<file path="config.mk">
export PLATFORM = sky130hd
export DESIGN_NAME = booth_radix4_seq_mult
export DESIGN_NICKNAME = d
export VERILOG_FILES = /design/src/rtl/booth_pkg.sv /design/src/rtl/booth_dec_bit.sv /design/src/rtl/booth_recoder.sv /design/src/rtl/booth_radix4_seq_mult.sv
export SDC_FILE = /design/constraint.sdc
export NUM_CORES = 1
export LEC_CHECK = 0
export BUFFER_PORTS_ARGS = -buffer_cell sky130_fd_sc_hd__clkbuf_2
export CAP_MARGIN = 0
export CELL_PAD_IN_SITES_DETAIL_PLACEMENT = 0
export CELL_PAD_IN_SITES_GLOBAL_PLACEMENT = 1
export CORE_AREA = 3 3 91 93
export CTS_CLUSTER_DIAMETER = 30
export CTS_CLUSTER_SIZE = 20
export DETAILED_ROUTE_END_ITERATION = 10
export DIE_AREA = 0 0 94 96
export PLACE_DENSITY = 0.87
export SETUP_SLACK_MARGIN = 0.02
export SKIP_CTS_REPAIR_TIMING = 1
export SYNTH_ARGS = -nofsm -noshare
export SYNTH_HDL_FRONTEND = slang
export SYNTH_SLANG_ARGS = --single-unit
export TNS_END_PERCENT = 10
</file>
<file path="constraint.sdc">
create_clock -name CLK -period 12.06 [get_ports CLK]
set_input_delay 1.206 -clock CLK [delete_from_list [all_inputs] [get_ports CLK]]
set_output_delay 1.206 -clock CLK [all_outputs]
set_load 0.1 [all_outputs]
</file>
<file path="src/rtl/booth_pkg.sv">
// Shared types and constants for the radix-4 Booth sequential multiplier.
// Latency: none (definitions only).
// Backpressure: none (definitions only).
package booth_pkg;

  localparam int DEF_WIDTH = 8;

  typedef enum logic [1:0] {
    S_IDLE = 2'd0,
    S_LOAD = 2'd1,
    S_RUN  = 2'd2,
    S_DONE = 2'd3
  } state_t;

  // Signed values of the five radix-4 Booth digits.
  localparam logic signed [2:0] DIG_ZERO = 3'sd0;
  localparam logic signed [2:0] DIG_P1   = 3'sd1;
  localparam logic signed [2:0] DIG_P2   = 3'sd2;
  localparam logic signed [2:0] DIG_M1   = -3'sd1;
  localparam logic signed [2:0] DIG_M2   = -3'sd2;

endpackage

</file>
<file path="src/rtl/booth_dec_bit.sv">
// Booth decoder bit cell: one partial-product bit from A[j], A[j-1] and digit controls.
// Latency: combinational.
// Backpressure: none.
module booth_dec_bit (
  input  logic sngl,
  input  logic dbl,
  input  logic neg,
  input  logic a_cur,
  input  logic a_prev,
  output logic pp
);

  // Select A or 2A, then invert for negative digits (the +1 is added elsewhere).
  always_comb begin
    pp = ((sngl & a_cur) | (dbl & a_prev)) ^ neg;
  end

endmodule

</file>
<file path="src/rtl/booth_recoder.sv">
// Radix-4 Booth recoder: multiplier triplet -> single/double/negate controls.
// Latency: combinational.
// Backpressure: none.
module booth_recoder (
  input  logic [2:0] triplet,
  output logic       sngl,
  output logic       dbl,
  output logic       neg
);

  // triplet = {B[2i+1], B[2i], B[2i-1]}
  always_comb begin
    sngl = triplet[1] ^ triplet[0];
    dbl  = (triplet[2] & ~triplet[1] & ~triplet[0]) |
           (~triplet[2] & triplet[1] & triplet[0]);
    neg  = triplet[2];
  end

endmodule

</file>
<file path="src/rtl/booth_radix4_seq_mult.sv">
// Sequential signed multiplier retiring one radix-4 Booth digit per RUN cycle.
// Latency: Done in the cycle after edge k+1+WIDTH/2 for Start sampled at edge k.
// Backpressure: none; Start is only sampled in IDLE, never queued.
module booth_radix4_seq_mult
  import booth_pkg::*;
#(
  parameter int WIDTH = DEF_WIDTH
) (
  input  logic               CLK,
  input  logic               RST,
  input  logic               Start,
  input  logic [WIDTH-1:0]   Multiplicand,
  input  logic [WIDTH-1:0]   Multiplier,
  output logic               Busy,
  output logic               Done,
  output logic [2*WIDTH-1:0] Product
);

  localparam int NDIG = WIDTH / 2;
  localparam int CW   = (NDIG > 1) ? $clog2(NDIG) : 1;
  localparam int PSW  = $clog2(WIDTH + 1);
  localparam int PW   = 2 * WIDTH;

  state_t           state, state_nxt;
  logic [WIDTH-1:0] a_reg, b_reg;
  logic [PW-1:0]    acc, sum, row_sh, cin_sh;
  logic [CW-1:0]    cnt;
  logic [PSW-1:0]   pos;
  logic             last_digit;
  logic [WIDTH:0]   b_ext;
  logic [WIDTH+1:0] a_ext;
  logic [2:0]       triplet;
  logic             sngl, dbl, neg;
  logic [WIDTH:0]   row;

  // pos = 2i, the weight of the current digit
  assign pos        = PSW'({cnt, 1'b0});
  assign last_digit = (cnt == CW'(NDIG - 1));

  // B with B[-1]=0 appended; A sign-extended by one bit with A[-1]=0 appended
  assign b_ext   = {b_reg, 1'b0};
  assign a_ext   = {a_reg[WIDTH-1], a_reg, 1'b0};
  assign triplet = b_ext[pos +: 3];

  booth_recoder u_recoder (
    .triplet (triplet),
    .sngl    (sngl),
    .dbl     (dbl),
    .neg     (neg)
  );

  // One decoder cell per row bit; a_ext[j+1] is A[j], a_ext[j] is A[j-1]
  for (genvar j = 0; j <= WIDTH; j++) begin : g_row
    booth_dec_bit u_bit (
      .sngl   (sngl),
      .dbl    (dbl),
      .neg    (neg),
      .a_cur  (a_ext[j+1]),
      .a_prev (a_ext[j]),
      .pp     (row[j])
    );
  end

  assign row_sh = {{(WIDTH-1){row[WIDTH]}}, row} << pos;
  assign cin_sh = {{(PW-1){1'b0}}, neg} << pos;

  // The single shared accumulator adder: acc + shifted row + two's-complement carry-in
  always_comb begin
    sum = acc + row_sh + cin_sh;
  end

  // State register
  always_ff @(posedge CLK or posedge RST) begin
    if (RST) state <= S_IDLE;
    else     state <= state_nxt;
  end

  // Next-state logic
  always_comb begin
    state_nxt = state;
    case (state)
      S_IDLE:  if (Start) state_nxt = S_LOAD;
      S_LOAD:  state_nxt = S_RUN;
      S_RUN:   if (last_digit) state_nxt = S_DONE;
      S_DONE:  state_nxt = S_IDLE;
      default: state_nxt = S_IDLE;
    endcase
  end

  // Status outputs decoded from state
  always_comb begin
    Busy = (state != S_IDLE);
    Done = (state == S_DONE);
  end

  // Datapath: capture operands in LOAD, accumulate in RUN, publish on the last digit
  always_ff @(posedge CLK or posedge RST) begin
    if (RST) begin
      a_reg   <= '0;
      b_reg   <= '0;
      acc     <= '0;
      cnt     <= '0;
      Product <= '0;
    end else begin
      case (state)
        S_LOAD: begin
          a_reg <= Multiplicand;
          b_reg <= Multiplier;
          acc   <= '0;
          cnt   <= '0;
        end
        S_RUN: begin
          acc <= sum;
          if (last_digit) Product <= sum;
          else            cnt     <= cnt + 1'b1;
        end
        default: ;
      endcase
    end
  end

endmodule

</file>
==> impl_metrics.prom, run 1 <==
# TYPE chip_impl_metric gauge
chip_impl_metric{name="max_freq",unit="MHz"} 174
chip_impl_info{name="worstSetupEndpoint",value="Product[13]$_DFFE_PP0P_"} 1
chip_impl_metric{name="max_cap_viol_count",unit=""} 0
chip_impl_metric{name="synth_cell_types",unit=""} 55
chip_impl_metric{name="reg2reg_setup_slack",unit="ps"} 6320
chip_impl_metric{name="synth-async-reset-ratio",unit="%"} 100
chip_impl_info{name="timing_worst_setup_path_type",value="reg2reg"} 1
chip_impl_info{name="path_cells",value="and3b_1 > a21oi_1 > nor2_1 > a21oi_1 > and3_1 > nor2b_1 > a211o_1 > fa_1 > inv_1 > fa_1 > a21oi_1 > o211ai_1 > a221oi_1 > o21ai_0 > xor2_1 > mux2_2"} 1
chip_impl_info{name="timing.rr.end",value="Product[13]$_DFFE_PP0P_"} 1
chip_impl_metric{name="worst_pin_slew",unit="ps"} 1080
chip_impl_metric{name="path_clk_slew",unit="ps"} 110
chip_impl_metric{name="h-tree-depth",unit=""} 2
chip_impl_info{name="dominantRegCellSynth",value="dfrtp_1"} 1
chip_impl_metric{name="critical_path_arrival",unit="ps"} 5950
chip_impl_metric{name="crit_path_max_fanout",unit=""} 31
chip_impl_info{name="clk_root_buffer_cell",value="clkbuf_8"} 1
chip_impl_metric{name="timing_hold_violations_final",unit=""} 0
chip_impl_metric{name="die_y",unit="um"} 96
chip_impl_metric{name="totalNegativeSetupSlack",unit="ps"} 0
chip_impl_metric{name="dieWidth",unit="um"} 94
chip_impl_metric{name="cp.buffers_inverters",unit=""} 1
chip_impl_metric{name="crit_path_max_incr_delay",unit="ps"} 960
chip_impl_metric{name="synth_area_per_cell",unit="um2"} 9.63
chip_impl_metric{name="critical_path_required",unit="ps"} 12270
chip_impl_metric{name="filler_cell_count",unit=""} 716
chip_impl_metric{name="die_area",unit="mm2"} 0.00902
chip_impl_metric{name="yosysSeqAreaShare",unit="%"} 35.1
chip_impl_metric{name="post_synth_inst_count",unit=""} 385
chip_impl_metric{name="start_util",unit="%"} 48.7
chip_impl_metric{name="post_synth_instance_area",unit="mm2"} 0.00371
chip_impl_metric{name="finalWirelength",unit="um"} 8050
chip_impl_metric{name="drt-initial-drc-count",unit=""} 149
chip_impl_metric{name="skew",unit="ps"} 13.7
chip_impl_metric{name="clock_tree.buffer_depth",unit=""} 2
chip_impl_metric{name="timing.slew.headroom",unit="%"} 27.8
chip_impl_metric{name="tritoncts_num_sinks",unit=""} 52
chip_impl_metric{name="synth-edff-count",unit=""} 0
chip_impl_metric{name="gp_routability_congestion",unit=""} 0.900
chip_impl_info{name="cp_common_cell",value="a21oi_1"} 1
chip_impl_metric{name="grt_antenna_before_repair",unit=""} 0
chip_impl_info{name="endpoint_kind",value="flip-flop"} 1
chip_impl_metric{name="tritoncts.num_buffers",unit=""} 5
chip_impl_metric{name="grt_pass1_vias",unit=""} 2879
chip_impl_metric{name="worst-r2r-cell-count",unit=""} 16
chip_impl_metric{name="ios",unit=""} 37
chip_impl_metric{name="period_needed",unit="ps"} 5740
chip_impl_metric{name="core_region_area",unit="mm2"} 0.00761
chip_impl_metric{name="grt_max_degree",unit=""} 53
chip_impl_metric{name="num-nets-final",unit=""} 462
chip_impl_metric{name="placementRows",unit=""} 32
chip_impl_metric{name="hpwlAfterDp",unit="um"} 5990
chip_impl_info{name="hp-class",value="reg2reg"} 1
chip_impl_metric{name="ys.warnings.count",unit=""} 0
chip_impl_metric{name="final-setup-viol-count",unit=""} 0
chip_impl_metric{name="detail_route.wl_per_cell",unit="um"} 15.8
chip_impl_metric{name="critical_path_depth",unit=""} 16
chip_impl_metric{name="antenna_cells",unit=""} 0
chip_impl_info{name="critical-path-top-delay-family",value="compound AO/OA/AOI/OAI gates"} 1
chip_impl_info{name="reg2reg_from",value="cnt[1]$_DFFE_PP0P_"} 1
chip_impl_info{name="critical_path.slowest_cell",value="dfrtp_1"} 1
chip_impl_metric{name="detailedRoute.firstPassIterationCount",unit=""} 4
chip_impl_metric{name="synth.net_count",unit=""} 440
chip_impl_info{name="rsz0062_at_grt",value="false"} 1
chip_impl_metric{name="numPortBuffers",unit=""} 36
chip_impl_metric{name="drv_slew",unit=""} 0
chip_impl_info{name="cts_tree",value="yes"} 1
chip_impl_metric{name="ys_ff_latch",unit=""} 52
chip_impl_metric{name="layout-drive-gt1-share",unit="%"} 19.9
chip_impl_info{name="crit_start",value="cnt[1]$_DFFE_PP0P_"} 1
chip_impl_metric{name="worstSkewPairLatency",unit="ps"} 320
chip_impl_metric{name="ant_nets",unit=""} 0
chip_impl_metric{name="global_route_wire_length_before_repair",unit="um"} 13900
chip_impl_metric{name="globalRouteTotalUtil",unit="%"} 19.3
chip_impl_metric{name="vias",unit=""} 2890
chip_impl_info{name="start_kind",value="flip-flop"} 1
chip_impl_metric{name="drt-vias-per-instance",unit=""} 5.67
chip_impl_info{name="run_status",value="complete, no violations"} 1
chip_impl_metric{name="synthToLayoutAreaGrowth",unit="%"} 9.01
chip_impl_info{name="largestRegisters",value="Product (16), acc (16)"} 1
chip_impl_metric{name="post-route-drc-count",unit=""} 0
chip_impl_metric{name="final.period_utilization",unit="%"} 47.6
chip_impl_metric{name="globalRoute.totalOverflow",unit=""} 0
## logic make-up after synthesis
family                     synth area share [%]
buffers and inverters                      4.72
xor gates and xnor gates                   4.93
DFF                                        35.1
and+or+nand+nor                            12.2
adders and majority gates                  13.2
muxes                                      9.58
AOI/OAI and AO/OA                          20.3
## through the flow
| stage | worst slack (ps) | hold slack [ps] | instances | utilization, % | instance area, um2 |
|---|---|---|---|---|---|
| 6_report | 6320 | 488 | 510 | 53.1 | 4040 |
| 5_1_grt | 5950 | 519 | 510 | 53.1 | 4040 |
| 4_1_cts | 6340 | 492 | 510 | 53.1 | 4040 |
| 3_5_place_dp | 6390 | 470 | 502 | 51.7 | 3930 |
| 3_3_place_gp | 6540 | 466 | 502 | 51.7 | 3930 |
| 2_1_floorplan | 7480 | 461 | 385 | - | 3710 |
## cells in the mapped netlist (7+ instances only)
| library cell | number | share of area (%) |
|---|---|---|
| nand2_1 | 30 | 3.0 |
| nand3_1 | 11 | 1.5 |
| nor2b_1 | 7 | 1.2 |
| o2bb2ai_1 | 10 | 2.4 |
| nor2_1 | 21 | 2.1 |
| dfrtp_1 | 52 | 35 |
| mux2_2 | 24 | 7.3 |
| xor2_1 | 9 | 2.1 |
| a21o_1 | 11 | 2.2 |
| clkbuf_1 | 14 | 1.4 |
| nor3_1 | 8 | 1.1 |
| a21oi_1 | 20 | 2.7 |
| inv_1 | 20 | 2.0 |
| o21ai_0 | 32 | 4.3 |
| ha_1 | 31 | 10 |
| xnor2_1 | 10 | 2.4 |
## metal layers
layer / up-vias / wire, um / GRT usage (%)
met3: 10 / 340 / 2.89
met2: 62 / 3900 / 33.1
met1: 1374 / 3720 / 25.8
li1: 1444 / - / -
met4: 0 / 89 / 4.81
met5: - / 0 / 0
## placed cells by master (no fill, tap or decap), drive strengths merged, types with 3 or more instances in the layout
cell type / synthesis / final
clkbuf: 14 / 41
xnor2: 11 / 11
xor2: 9 / 9
o21ai: 32 / 32
nand3: 11 / 11
o2bb2ai: 10 / 10
ha: 31 / 31
nor2: 22 / 22
nor3: 8 / 8
a21oi: 20 / 20
a31oi: 6 / 6
o211ai: 4 / 4
dfrtp: 52 / 52
nor2b: 7 / 7
o22ai: 3 / 3
a211o: 4 / 4
mux2i: 4 / 4
fa: 5 / 5
and3: 6 / 6
nand2: 30 / 30
mux2: 24 / 24
a21o: 11 / 11
inv: 20 / 20
## worst min path at each step
stage                                       from                     end  slack [ps]  depth (start not counted)
after floorplan              acc[11]$_DFFE_PP0P_     acc[11]$_DFFE_PP0P_         460                          1
after global placement    Product[4]$_DFFE_PP0P_  Product[4]$_DFFE_PP0P_         470                          2
after detailed placement  Product[1]$_DFFE_PP0P_  Product[1]$_DFFE_PP0P_         470                          2
after CTS                 Product[1]$_DFFE_PP0P_  Product[1]$_DFFE_PP0P_         490                          2
after global routing      Product[4]$_DFFE_PP0P_  Product[4]$_DFFE_PP0P_         520                          2
final                     Product[1]$_DFFE_PP0P_  Product[1]$_DFFE_PP0P_         490                          2
## final cells by class
cell class                      instances  area (um2)  area share [%]
Inverter                               20        75.1            1.86
Clock buffer                            5        68.8            1.70
Tap cell                              102         128            3.16
Clock inverter                          3        42.5            1.05
Multi-Input combinational cell        290        2230            55.2
Timing Repair Buffer                   38         195            4.83
Sequential cell                        52        1300            32.2
## tightest hold or removal path: cells and delay by family, from the launching register on
family | cells | cell delay, ps
AOI/OAI and AO/OA | 1 | 60
and+or+nand+nor | 1 | 50
DFF | 1 | 350
Power of run 1 is left out: the tool's default activity adds up to more than one toggle a clock period on the data nets, which glitch-free logic cannot reach.
==> run 2, diff against run 1 <==
--- a/config.mk
+++ b/config.mk
@@ -5,16 +5,17 @@
 export SDC_FILE = /design/constraint.sdc
 export NUM_CORES = 1
 export LEC_CHECK = 0
+export ABC_AREA = 1
 export BUFFER_PORTS_ARGS = -buffer_cell sky130_fd_sc_hd__clkbuf_2
 export CAP_MARGIN = 0
 export CELL_PAD_IN_SITES_DETAIL_PLACEMENT = 0
 export CELL_PAD_IN_SITES_GLOBAL_PLACEMENT = 1
-export CORE_AREA = 3 3 91 93
+export CORE_AREA = 3 3 97 99
 export CTS_CLUSTER_DIAMETER = 30
 export CTS_CLUSTER_SIZE = 20
 export DETAILED_ROUTE_END_ITERATION = 10
-export DIE_AREA = 0 0 94 96
-export PLACE_DENSITY = 0.87
+export DIE_AREA = 0 0 100 102
+export PLACE_DENSITY = 0.82
 export SETUP_SLACK_MARGIN = 0.02
 export SKIP_CTS_REPAIR_TIMING = 1
 export SYNTH_ARGS = -nofsm -noshare
==> constraint.sdc (replaced) <==
create_clock -name CLK -period 5.71 [get_ports CLK]
set_input_delay 0.571 -clock CLK [delete_from_list [all_inputs] [get_ports CLK]]
set_output_delay 0.571 -clock CLK [all_outputs]
set_load 0.1 [all_outputs]
==> impl_metrics.prom, run 2 <==
# TYPE chip_impl_metric gauge
chip_impl_info{name="run_status",value="complete, no violations"} 1
chip_impl_info{name="critical-path-top-delay-family",value="simple AND/OR/NAND/NOR gates"} 1
chip_impl_metric{name="met3WireLength",unit="um"} 314
chip_impl_metric{name="post_synth_inst_count",unit=""} 479
chip_impl_info{name="start_kind",value="flip-flop"} 1
chip_impl_metric{name="max_cap_viol_count",unit=""} 0
chip_impl_info{name="cp_common_cell",value="nand2_1"} 1
chip_impl_metric{name="critical_path_arrival",unit="ps"} 4160
chip_impl_metric{name="totalNegativeSetupSlack",unit="ps"} 0
chip_impl_metric{name="met2_length",unit="um"} 4400
chip_impl_metric{name="post_synth_instance_area",unit="mm2"} 0.00375
chip_impl_metric{name="timing_hold_violations_final",unit=""} 0
chip_impl_metric{name="detail_route.wl_per_cell",unit="um"} 14.1
chip_impl_metric{name="synthToLayoutAreaGrowth",unit="%"} 9.56
chip_impl_metric{name="yosysTopAreaCellShare",unit="%"} 34.7
chip_impl_info{name="synth_common_cells",value="nand2_1 (148), nand3_1 (74), dfrtp_1 (52)"} 1
chip_impl_metric{name="yosysSeqAreaShare",unit="%"} 34.7
chip_impl_metric{name="skew",unit="ps"} 19.5
chip_impl_metric{name="period_needed",unit="ps"} 3950
chip_impl_metric{name="worstSkewPairLatency",unit="ps"} 320
chip_impl_metric{name="grt_max_degree",unit=""} 53
chip_impl_metric{name="cp.buffers_inverters",unit=""} 3
chip_impl_metric{name="crit_path_max_fanout",unit=""} 23
chip_impl_metric{name="post-route-drc-count",unit=""} 0
chip_impl_metric{name="synth-async-reset-ratio",unit="%"} 100
chip_impl_metric{name="start_util",unit="%"} 43.5
chip_impl_metric{name="synth_cell_types",unit=""} 34
chip_impl_info{name="synthMostInstantiatedCell",value="nand2_1"} 1
chip_impl_metric{name="ff_latch_area",unit="mm2"} 0.00130
chip_impl_info{name="cts_tree",value="yes"} 1
chip_impl_metric{name="hpwlAfterDp",unit="um"} 6760
chip_impl_metric{name="placementRows",unit=""} 34
chip_impl_metric{name="crit_path_max_incr_delay",unit="ps"} 440
chip_impl_metric{name="timing.slew.headroom",unit="%"} 25.1
chip_impl_metric{name="final-setup-viol-count",unit=""} 0
chip_impl_metric{name="h-tree-depth",unit=""} 2
chip_impl_metric{name="die_area",unit="mm2"} 0.0102
chip_impl_metric{name="path_clk_slew",unit="ps"} 110
chip_impl_metric{name="num-nets-final",unit=""} 566
chip_impl_metric{name="tritoncts_num_sinks",unit=""} 52
chip_impl_metric{name="filler_cell_count",unit=""} 913
chip_impl_metric{name="synth_area_per_cell",unit="um2"} 7.84
chip_impl_metric{name="ios",unit=""} 37
chip_impl_metric{name="detailedRoute.firstPassIterationCount",unit=""} 4
chip_impl_info{name="mostFrequentLayoutCells",value="nand2_1 (148), nand3_1 (74), dfrtp_1 (52)"} 1
chip_impl_metric{name="antenna_cells",unit=""} 0
chip_impl_metric{name="ys.warnings.count",unit=""} 0
chip_impl_metric{name="globalRouteTotalUtil",unit="%"} 18.1
chip_impl_info{name="top_layer",value="met4"} 1
chip_impl_metric{name="core_region_area",unit="mm2"} 0.00864
chip_impl_metric{name="fin_cells",unit=""} 620
chip_impl_info{name="mostFrequentLayoutCell",value="nand2_1"} 1
chip_impl_metric{name="max_freq",unit="MHz"} 253
chip_impl_info{name="rsz0062_at_grt",value="false"} 1
chip_impl_info{name="clk_root_buffer_cell",value="clkbuf_8"} 1
chip_impl_info{name="timing_worst_setup_path_type",value="reg2reg"} 1
chip_impl_metric{name="ys_ff_latch",unit=""} 52
chip_impl_info{name="critical_path.slowest_cell",value="fa_1"} 1
chip_impl_metric{name="vias",unit=""} 3210
chip_impl_metric{name="multiInputGateArea",unit="mm2"} 0.00223
chip_impl_metric{name="drt-initial-drc-count",unit=""} 110
chip_impl_metric{name="drt-met1-wl",unit="um"} 4020
chip_impl_info{name="synth_top_cells_by_area",value="dfrtp_1 (35%), nand2_1 (15%), ha_1 (10%)"} 1
chip_impl_metric{name="layout-drive-gt1-share",unit="%"} 19.1
chip_impl_info{name="largestRegisters",value="Product (16), acc (16)"} 1
chip_impl_metric{name="clock_tree.buffer_depth",unit=""} 2
chip_impl_metric{name="place_inst",unit=""} 612
chip_impl_metric{name="final.period_utilization",unit="%"} 69.2
chip_impl_metric{name="synth-edff-count",unit=""} 0
chip_impl_info{name="dominantRegCellSynth",value="dfrtp_1"} 1
chip_impl_metric{name="dieWidth",unit="um"} 100
chip_impl_metric{name="ant_nets",unit=""} 0
chip_impl_metric{name="worst_pin_slew",unit="ps"} 1120
chip_impl_metric{name="grt_pass1_vias",unit=""} 3139
chip_impl_metric{name="drv_slew",unit=""} 0
chip_impl_metric{name="grt_antenna_before_repair",unit=""} 0
chip_impl_info{name="endpoint_kind",value="flip-flop"} 1
chip_impl_metric{name="synth.net_count",unit=""} 534
chip_impl_info{name="path_cells",value="buf_4 > inv_2 > nand3_2 > nand2_4 > inv_6 > nand2_4 > nand3_2 > nand2_1 > nand2_1 > nand3_1 > nand3_1 > nand2_1 > fa_1 > ha_1 > a21oi_1 > o21ai_0 > a21oi_1 > o21ai_0 > nand2_1 > nand3_1 > nand3_1 > nand2_1"} 1
chip_impl_metric{name="numPortBuffers",unit=""} 36
chip_impl_metric{name="critical_path_required",unit="ps"} 5920
chip_impl_metric{name="tritoncts.num_buffers",unit=""} 5
chip_impl_metric{name="gp_routability_congestion",unit=""} 0.873
chip_impl_metric{name="finalWirelength",unit="um"} 8770
chip_impl_metric{name="globalRoute.totalOverflow",unit=""} 0
chip_impl_info{name="hp-class",value="in2reg"} 1
chip_impl_metric{name="die_y",unit="um"} 102
chip_impl_metric{name="global_route_wire_length_before_repair",unit="um"} 14900
chip_impl_info{name="yosys.area.top_type",value="dfrtp_1"} 1
chip_impl_metric{name="drt-vias-per-instance",unit=""} 5.18
-- run 2: cell count changes after synthesis, moves of 8 or more --
cell,delta
mux2_2,-13
o2bb2ai_1,-10
inv_1,+13
nor3_1,-8
a21o_1,-10
nand2_1,+118
nand2_2,+9
nor2_1,-8
nand3_1,+63
-- run 2: layout make-up --
class,count,area share [%]
repair buffers,39,4.93
multi-input cells,376,54.3
inverters,37,3.50
clock buffers,5,1.67
well taps,108,3.28
flip-flops and latches,52,31.6
clock inverters,3,0.700
-- run 2: kinds of logic (layout without fill, tap and decap cells) --
family                   after synthesis  count (layout)  share of synthesized area, %
XOR/XNOR                               7               7                          1.83
multiplexers                          11              11                          3.30
flip-flops                            52              52                          34.7
AND/OR/NAND/NOR                      268             268                          33.5
adder cells (fa/ha/maj)               36              36                          13.0
AO/OA/AOI/OAI                         54              54                          7.86
buffers and inverters                 51              84                          5.86
-- run 2: worst min-delay path, cell delays in order --
cell,delay (ps)
clkbuf_2,80
nand2_1,40
o21ai_0,60
-- run 2: path summary, 6_finish.rpt --
path / startpoint / slack (ps) / end / cells after the start
min in group asynchronous: RST / 510 / b_reg[5]$_DFFE_PP0P_ / 2
min: Multiplier[5] / 480 / b_reg[5]$_DFFE_PP0P_ / 3
max: cnt[1]$_DFFE_PP0P_ / 1760 / acc[11]$_DFFE_PP0P_ / 22
max reg2reg: cnt[1]$_DFFE_PP0P_ / 1760 / acc[11]$_DFFE_PP0P_ / 22
min reg2reg: Product[14]$_DFFE_PP0P_ / 490 / Product[14]$_DFFE_PP0P_ / 2
max in group asynchronous: RST / 4490 / a_reg[5]$_DFFE_PP0P_ / 2
-- run 2: stage by stage --
step           hold slack, ps  area [um2]  util (%)  worst slack (ps)
2_1_floorplan             456        3750         -              2460
3_3_place_gp              463        4020      46.5              1770
3_5_place_dp              464        4020      46.5              1750
4_1_cts                   471        4110      47.6              1750
5_1_grt                   473        4110      47.6              1300
6_report                  477        4110      47.6              1760
-- run 2: per-layer routing --
layer | vias to the layer above | GRT usage [%]
li1 | 1650 | -
met1 | 1511 | 23.8
met2 | 47 | 32.2
met3 | 2 | 3.28
met4 | 0 | 2.18
met5 | - | 0
Power of run 2 is left out for the same reason.
==> run 3, diff against run 2 <==
--- a/config.mk
+++ b/config.mk
@@ -5,17 +5,17 @@
 export SDC_FILE = /design/constraint.sdc
 export NUM_CORES = 1
 export LEC_CHECK = 0
-export ABC_AREA = 1
+export ABC_AREA = 0
 export BUFFER_PORTS_ARGS = -buffer_cell sky130_fd_sc_hd__clkbuf_2
 export CAP_MARGIN = 0
 export CELL_PAD_IN_SITES_DETAIL_PLACEMENT = 0
 export CELL_PAD_IN_SITES_GLOBAL_PLACEMENT = 1
-export CORE_AREA = 3 3 97 99
+export CORE_AREA = 3 3 94 96
 export CTS_CLUSTER_DIAMETER = 30
 export CTS_CLUSTER_SIZE = 20
 export DETAILED_ROUTE_END_ITERATION = 10
-export DIE_AREA = 0 0 100 102
-export PLACE_DENSITY = 0.82
+export DIE_AREA = 0 0 97 99
+export PLACE_DENSITY = 0.83
 export SETUP_SLACK_MARGIN = 0.02
 export SKIP_CTS_REPAIR_TIMING = 1
 export SYNTH_ARGS = -nofsm -noshare
==> constraint.sdc (replaced) <==
create_clock -name CLK -period 3.7 [get_ports CLK]
set_input_delay 0.37 -clock CLK [delete_from_list [all_inputs] [get_ports CLK]]
set_output_delay 0.37 -clock CLK [all_outputs]
set_load 0.1 [all_outputs]
==> impl_metrics.prom, run 3 (same netlist as run 1, synthesis figures left out) <==
# TYPE chip_impl_metric gauge
chip_impl_metric{name="tritoncts_num_sinks",unit=""} 52
chip_impl_metric{name="layout-drive-gt1-share",unit="%"} 40.0
chip_impl_metric{name="placementRows",unit=""} 33
chip_impl_metric{name="hold-worst-slack",unit="ps"} 280
chip_impl_info{name="failed_checks",value="negative setup slack"} 1
chip_impl_info{name="clk_root_buffer_cell",value="clkbuf_8"} 1
chip_impl_metric{name="multiInputGateArea",unit="mm2"} 0.00251
chip_impl_metric{name="gp_routability_congestion",unit=""} 0.879
chip_impl_metric{name="hpwlAfterDp",unit="um"} 6820
chip_impl_metric{name="max_cap_viol_count",unit=""} 0
chip_impl_metric{name="worstSkewPairLatency",unit="ps"} 310
chip_impl_metric{name="ios",unit=""} 37
chip_impl_metric{name="final.period_utilization",unit="%"} 118
chip_impl_metric{name="critical_path_arrival",unit="ps"} 4560
chip_impl_metric{name="final-setup-viol-count",unit=""} 24
chip_impl_metric{name="vias",unit=""} 3185
chip_impl_info{name="mostFrequentLayoutCell",value="buf_4"} 1
chip_impl_metric{name="drv_slew",unit=""} 0
chip_impl_metric{name="timing.slew.headroom",unit="%"} 25.8
chip_impl_metric{name="h-tree-depth",unit=""} 2
chip_impl_metric{name="critical_path_required",unit="ps"} 3890
chip_impl_metric{name="clock_tree.buffer_depth",unit=""} 2
chip_impl_metric{name="detail_route.wl_per_cell",unit="um"} 15.8
chip_impl_info{name="start_kind",value="flip-flop"} 1
chip_impl_metric{name="num-nets-final",unit=""} 538
chip_impl_metric{name="worst_pin_slew",unit="ps"} 1110
chip_impl_info{name="timing_worst_setup_path_type",value="reg2reg"} 1
chip_impl_metric{name="global_route_wire_length_before_repair",unit="um"} 15700
chip_impl_info{name="cts_tree",value="yes"} 1
chip_impl_metric{name="filler_cell_count",unit=""} 682
chip_impl_info{name="rsz0062_at_grt",value="true"} 1
chip_impl_metric{name="die_area",unit="mm2"} 0.00960
chip_impl_metric{name="detailedRoute.firstPassIterationCount",unit=""} 4
chip_impl_metric{name="max_freq",unit="MHz"} 229
chip_impl_metric{name="fin_util",unit="%"} 60.0
chip_impl_metric{name="synthToLayoutAreaGrowth",unit="%"} 31.7
chip_impl_metric{name="ant_nets",unit=""} 0
chip_impl_info{name="hp-class",value="in2reg"} 1
chip_impl_info{name="largestRegisters",value="Product (16), acc (16)"} 1
chip_impl_metric{name="start_util",unit="%"} 45.6
chip_impl_metric{name="antenna_cells",unit=""} 0
chip_impl_info{name="mostFrequentLayoutCells",value="buf_4 (77), dfrtp_1 (51), clkbuf_2 (36)"} 1
chip_impl_metric{name="core_region_area",unit="mm2"} 0.00813
chip_impl_metric{name="skew",unit="ps"} 13.0
chip_impl_metric{name="globalRoute.totalOverflow",unit=""} 0
chip_impl_metric{name="timing_hold_violations_final",unit=""} 0
chip_impl_metric{name="dieWidth",unit="um"} 97
chip_impl_metric{name="grt_max_degree",unit=""} 53
chip_impl_info{name="run_status",value="finished with violations"} 1
chip_impl_metric{name="drt-vias-per-instance",unit=""} 5.42
chip_impl_metric{name="finalWirelength",unit="um"} 9290
chip_impl_metric{name="setup_slack",unit="ps"} -670
chip_impl_metric{name="numPortBuffers",unit=""} 36
chip_impl_metric{name="tritoncts.num_buffers",unit=""} 5
chip_impl_metric{name="ff_latch_area",unit="mm2"} 0.00130
chip_impl_info{name="endpoint_kind",value="flip-flop"} 1
chip_impl_metric{name="post-route-drc-count",unit=""} 0
chip_impl_metric{name="globalRouteTotalUtil",unit="%"} 19.7
chip_impl_metric{name="crit_path_max_fanout",unit=""} 5
chip_impl_metric{name="drt-initial-drc-count",unit=""} 162
chip_impl_metric{name="grt_pass1_vias",unit=""} 3348
chip_impl_metric{name="die_y",unit="um"} 99
chip_impl_metric{name="path_clk_slew",unit="ps"} 90
chip_impl_metric{name="grt_antenna_before_repair",unit=""} 0
chip_impl_metric{name="totalNegativeSetupSlack",unit="ps"} -9820
chip_impl_metric{name="period_needed",unit="ps"} 4370
[run 3: cell count changes in the layout (fill, tap and decap cells not counted), sizes merged, moves of 6 or more]
| cell | change |
|---|---|
| a21o | +10 |
| and3 | +6 |
| buf | +75 |
| inv | -20 |
| mux2 | +13 |
| nand2 | -132 |
| nand3 | -72 |
| nor2 | +7 |
| nor2b | +7 |
| nor3 | +8 |
| o2bb2ai | +10 |
| xnor2 | +8 |
[run 3: routing by layer]
metal,vias up,GRT usage (%),share of wire (%)
met5,-,0,0
met4,0,4.43,0.84
met3,7,3.61,3.3
li1,1583,-,-
met2,49,35.3,52
met1,1546,24.7,44
[run 3: final cells by class]
cell class | count | area share [%]
Sequential cell | 52 | 26.7
Clock buffer | 6 | 1.69
Inverter | 20 | 1.54
Tap cell | 105 | 2.69
Multi-Input combinational cell | 290 | 51.4
Clock inverter | 1 | 0.179
Timing Repair Buffer | 114 | 15.8
[run 3: critical path: stages (launching register included)]
cell and delay [ps]:
dfrtp_2 460, mux2_4 350, buf_4 150, a211o_1 340, nor2_1 120, o21ai_1 80, and3_4 200, nor2b_4 120
a211o_1 250, fa_1 510, inv_2 50, fa_2 390, a21oi_4 160, o211ai_1 140, buf_4 170, a221oi_4 260
o21ai_2 80, xor2_1 150, mux2_2 270
[run 3: stage by stage]
step	instances	cell area, um2	worst slack [ps]
after floorplan	385	3750	-590
after global placement	572	4480	-762
after detailed placement	572	4480	-839
after CTS	579	4570	-870
after global routing	588	4880	-868
final	588	4880	-670
[run 3: path summary, 6_finish.rpt]
| path | from | to | slack, ps | cells after the start |
|---|---|---|---|---|
| worst max register to register | cnt[1]$_DFFE_PP0P_ | Product[13]$_DFFE_PP0P_ | -670 | 18 |
| worst min register to register | Product[0]$_DFFE_PP0P_ | Product[0]$_DFFE_PP0P_ | 490 | 2 |
| min in group asynchronous | RST | b_reg[6]$_DFFE_PP0P_ | 320 | 2 |
| worst min-delay path | Multiplicand[4] | a_reg[4]$_DFFE_PP0P_ | 280 | 3 |
| max in group asynchronous | RST | cnt[1]$_DFFE_PP0P_ | 2630 | 2 |
| worst max-delay path | cnt[1]$_DFFE_PP0P_ | Product[13]$_DFFE_PP0P_ | -670 | 18 |
Power of run 3 is left out for the same reason.
